<file path="src/rtl/toggle_pulse_ctrl.sv">
// Toggle-pulse controller for the T-flip-flop counter chain: run, single-step and bounded-run ticks.
// Optional pause input is enabled by defining TOGGLE_PULSE_CTRL_PAUSE_EN.
module toggle_pulse_ctrl #(
  parameter int unsigned DIV_W = 8,
  parameter int unsigned CNT_W = 4
) (
  input  logic             clk,
  input  logic             reset,
  input  logic             start,
  input  logic             stop,
  input  logic             step,
`ifdef TOGGLE_PULSE_CTRL_PAUSE_EN
  input  logic             pause,
`endif
  input  logic [DIV_W-1:0] div,
  input  logic [CNT_W-1:0] limit,
  output logic             tick,
  output logic             busy,
  output logic             done,
  output logic [CNT_W-1:0] tick_count
);

  typedef enum logic [1:0] {StIdle, StRun, StStep} state_e;

  state_e             state_q, state_d;
  logic [DIV_W-1:0]   presc_q, presc_d;
  logic [DIV_W-1:0]   div_q, div_d;
  logic [CNT_W-1:0]   limit_q, limit_d;
  logic [CNT_W-1:0]   run_cnt_q, run_cnt_d;
  logic [CNT_W-1:0]   tick_count_q, tick_count_d;
  logic               tick_q, tick_d;
  logic               busy_q, busy_d;
  logic               done_q, done_d;
  logic               match;
  logic               finish;
  logic               paused;

`ifdef TOGGLE_PULSE_CTRL_PAUSE_EN
  assign paused = pause;
`else
  assign paused = 1'b0;
`endif

  assign match  = (presc_q == div_q);
  // The limit-th tick has already been issued; this cycle ends the run with done.
  assign finish = (limit_q != '0) && (run_cnt_q == limit_q);

  always_ff @(posedge clk or negedge reset) begin
    if (!reset) begin
      state_q      <= StIdle;
      presc_q      <= '0;
      div_q        <= '0;
      limit_q      <= '0;
      run_cnt_q    <= '0;
      tick_count_q <= '0;
      tick_q       <= 1'b0;
      busy_q       <= 1'b0;
      done_q       <= 1'b0;
    end else begin
      state_q      <= state_d;
      presc_q      <= presc_d;
      div_q        <= div_d;
      limit_q      <= limit_d;
      run_cnt_q    <= run_cnt_d;
      tick_count_q <= tick_count_d;
      tick_q       <= tick_d;
      busy_q       <= busy_d;
      done_q       <= done_d;
    end
  end

  always_comb begin
    state_d = state_q;
    unique case (state_q)
      StIdle: begin
        if (stop) begin
          state_d = StIdle;
        end else if (start) begin
          state_d = StRun;
        end else if (step) begin
          state_d = StStep;
        end
      end
      StRun: begin
        if (stop || finish) begin
          state_d = StIdle;
        end
      end
      StStep:  state_d = StIdle;
      default: state_d = StIdle;
    endcase
  end

  always_comb begin
    presc_d      = presc_q;
    div_d        = div_q;
    limit_d      = limit_q;
    run_cnt_d    = run_cnt_q;
    tick_count_d = tick_count_q;
    tick_d       = 1'b0;
    done_d       = 1'b0;
    busy_d       = (state_d != StIdle);
    unique case (state_q)
      StIdle: begin
        if (!stop && start) begin
          div_d     = div;
          limit_d   = limit;
          presc_d   = '0;
          run_cnt_d = '0;
        end
      end
      StRun: begin
        if (!stop && finish) begin
          done_d = 1'b1;
        end else if (!stop && !paused) begin
          if (match) begin
            tick_d       = 1'b1;
            presc_d      = '0;
            run_cnt_d    = run_cnt_q + CNT_W'(1);
            tick_count_d = tick_count_q + CNT_W'(1);
          end else begin
            presc_d = presc_q + DIV_W'(1);
          end
        end
      end
      StStep: begin
        if (!stop) begin
          tick_d       = 1'b1;
          tick_count_d = tick_count_q + CNT_W'(1);
        end
      end
      default: ;
    endcase
  end

  assign tick       = tick_q;
  assign busy       = busy_q;
  assign done       = done_q;
  assign tick_count = tick_count_q;

endmodule

</file>
<file path="config.mk">
export PLATFORM = sky130hd
export DESIGN_NAME = toggle_pulse_ctrl
export DESIGN_NICKNAME = d
export VERILOG_FILES = /design/src/rtl/toggle_pulse_ctrl.sv
export SDC_FILE = /design/constraint.sdc
export NUM_CORES = 1
export LEC_CHECK = 0
export BUFFER_PORTS_ARGS = -buffer_cell sky130_fd_sc_hd__buf_2
export CAP_MARGIN = 25
export CORE_MARGIN = 2
export CORE_UTILIZATION = 25
export CTS_CLUSTER_SIZE = 12
export DETAILED_ROUTE_END_ITERATION = 8
export GPL_ROUTABILITY_DRIVEN = 0
export PLACE_DENSITY = 0.51
export SLEW_MARGIN = 20
export SYNTH_ARGS = -nofsm -noshare
export SYNTH_HDL_FRONTEND = slang
export SYNTH_SLANG_ARGS = --single-unit
</file>
<file path="constraint.sdc">
create_clock -name clk -period 2.5 [get_ports clk]
set_input_delay 0.375 -clock clk [delete_from_list [all_inputs] [get_ports clk]]
set_output_delay 0.375 -clock clk [all_outputs]
set_load 0.05 [all_outputs]
</file>
==> out/results.tsv <==
metric	value	unit
status	finished clean	
finalCritPeriodShare	85.0	%
power-per-cell-area	789	mW/mm^2
die-area	0.00794	mm^2
wl_per_cell	12.3	um
startpoint_types	flop	
yosys.cell_types.count	46	
postSynthRegisterBits	33	
rsz0062_at_grt	no	
drt_iter0_markers	52	
groute.usage.overall	10.2	%
worst-slew-pin-transition	0.740	ns
final_antenna_net_count	0	
net-switching-power	0.595	mW
root_buffer	clkbuf_8	
clockBufferDepth	2	
timing.final.setup_violations	0	
synthesis.nets	191	
comb_power_share	29.5	%
post_synth_mux_area_share	8.63	%
skew	0.00765	ns
final_critical_path_setup_slack	0.375	ns
first_global_vias	1286	
avgViaCountPerCell	4.53	
post-route-cell-area	0.00215	mm^2
numPortBuffers	23	
synthesis.area_per_instance	10.8	um^2
slew_headroom	50.7	%
tritoncts.num_buffers	5	
final_layout_size_suffix_gt1_share	29.3	%
dp_worst_setup_slack	0.299	ns
die_h	89.1	um
fillers	781	
async_flop_share	100	%
critPathCaptureType	flop	
fin_cells	297	
final.min_clock_period	2.12	ns
cts_hold_buf	0	
dr.pass1.iters	4	
timing.max_cap.violations	0	
synth_top_family_by_area	compound AO/OA/AOI/OAI gates	
post-route-util	30.1	%
cellInternalPower	1.10	mW
grt_max_degree	34	
hold_ws	0.154	ns
dpl-instance-area	0.00206	mm^2
grt_first_pass_wirelength	6230	um
start_util	25.4	%
finalPower	1.69	mW
row_count	31	
synth_edf_count	0	
finish.net_count	221	
synthXorXnorAreaFrac	7.25	%
global_route_overflow	0	
register_area	826	um^2
detail_route.drc_violations	0	
path_category_of_the_worst_min_delay_check	primary input to async pin	
routed_wl	3650	um
seqPwrFrac	47.1	%
net_switching_share_of_the_total_power	35.1	%
timing.setup.critical_path_class	flop to flop	
clk_latency	0.28	ns
post_synthesis_cell_count	168	
yosysSeqAreaShare	45.6	%
antenna_cells_inserted	0	
yosys_most_used_dff	dfrtp_1	
floorplan.io_pins	24	
critical_path_required	2.69	ns
floorplan_die_width	89.1	um
clock_sink_count	33	
core_area	0.00714	mm^2
synthSimpleGateAreaFrac	14.0	%
leak_pwr	0.954	nW
finalMaxSlewViolations	0	
synth_warnings	0	
timing.critical_path.fanout_max	7	
post_cts_buffers	0	
vdd.ir_drop.worst	0.315	mV
post-dp-hpwl	2670	um
worstRegToRegCells	5	
timing.final.hold_violations	0	
fin_tns_setup	0	ns
cts.clk_slew.worst_paths	0.07	ns
area_of_combinational_cells_with_multiple_inputs	917	um^2
htree_levels	2	
ctsResizeCount	0	
p_clk_share	23.4	%
synth_compound_gate_area_share	16.6	%
vias	1346	
grt_antenna_before_repair	0	
critPathArrivalTime	2.32	ns
fmax	471	MHz
synthesis_to_finish_area_growth	18.5	%
place.detailed.instances	290	
synth_adder_area_share	4.14	%
tritoncts	yes	
mappedNetlistArea	0.00181	mm^2
-- metal layers --
metal  share of wire, %  up-vias  global-route usage (%)  wire [um]
li1                   -      668                       -          -
met1                 47      656                    13.4       1700
met2                 49       20                    16.0       1800
met3                3.3        2                    2.77        120
met4               0.82        0                    3.66         30
met5                  0        -                       0          0
-- synthesized netlist by cell type, types with 2 or more instances --
master | count | share of area (%)
dfrtp_1 | 33 | 46
o211ai_1 | 5 | 2.1
or2_2 | 2 | 0.69
buf_6 | 2 | 1.2
xnor2_1 | 2 | 0.97
xor2_1 | 13 | 6.3
clkbuf_1 | 3 | 0.62
nor4_1 | 2 | 0.69
nor2_1 | 9 | 1.9
nand2b_1 | 2 | 0.69
nand2_1 | 13 | 2.7
o31ai_1 | 2 | 0.83
inv_1 | 7 | 1.5
ha_1 | 6 | 4.1
a32o_1 | 3 | 1.7
o21ai_0 | 10 | 2.8
a211o_1 | 3 | 1.5
mux2_2 | 13 | 8.1
a211oi_1 | 3 | 1.2
nand3_1 | 9 | 2.5
-- cells in the final DEF, fill, tap and decap left out, types with 2 or more instances in the layout --
cell type	n
dfrtp_1	33
buf_2	23
xor2_1	13
nand2_1	13
mux2_2	13
o21ai_0	10
nor2_1	9
nand3_1	9
inv_1	7
buf_4	7
ha_1	6
clkbuf_8	6
o211ai_1	5
a211o_1	3
a32o_1	3
a211oi_1	3
xnor2_1	2
nor4_1	2
or2_2	2
nand2b_1	2
o31ai_1	2
-- cell families (layout without fill, tap and decap cells) --
family / count (synthesis) / after routing
and+or+nand+nor: 48 / 48
AOI/OAI and AO/OA: 38 / 38
DFF: 33 / 33
xor gates and xnor gates: 15 / 15
muxes: 14 / 14
buffers and inverters: 14 / 44
adders and majority gates: 6 / 6
-- sequential cells by signal, indices dropped and copies added (netlist names) --
signal      cells
div_q           8
presc_q         8
limit_q         4
run_cnt_q       4
tick_count      4
state_q         2
busy            1
done            1
tick            1
-- power groups by stage --
stage,registers (mW),clock network [mW],logic (mW)
finish,0.798,0.397,0.500
global route,0.817,0.440,0.561
CTS,0.795,0.416,0.504
detailed placement,0.803,0,0.502
global placement,0.804,0,0.502
floorplan,0.833,0,0.331
-- area by class of cell --
| type | count | area share [%] |
|---|---|---|
| tap | 99 | 5.77 |
| inverter | 7 | 1.22 |
| clock buffer | 7 | 4.02 |
| timing repair buffer | 30 | 7.81 |
| sequential | 33 | 38.5 |
| multi-input combinational | 121 | 42.7 |
-- critical path: stages, from the launching register on --
cell and delay, ns:
dfrtp_1 0.46, xor2_1 0.17, nor4_1 0.46, nand2_1 0.26, or4b_1 0.54, o211ai_1 0.16
-- final timing paths --
| check | start | to | slack (ns) |
|---|---|---|---|
| setup / recovery | presc_q[3] | run_cnt_q[3] | 0.38 |
| hold / removal | reset | busy | 0.15 |
| setup reg to reg | presc_q[3] | run_cnt_q[3] | 0.38 |
| hold reg to reg | tick_count[3] | tick_count[3] | 0.47 |
| max in group asynchronous | reset | div_q[4] | 1.87 |
| min in group clk | stop | done | 0.30 |
No activity file was read; power rests on OpenSTA's default activity.
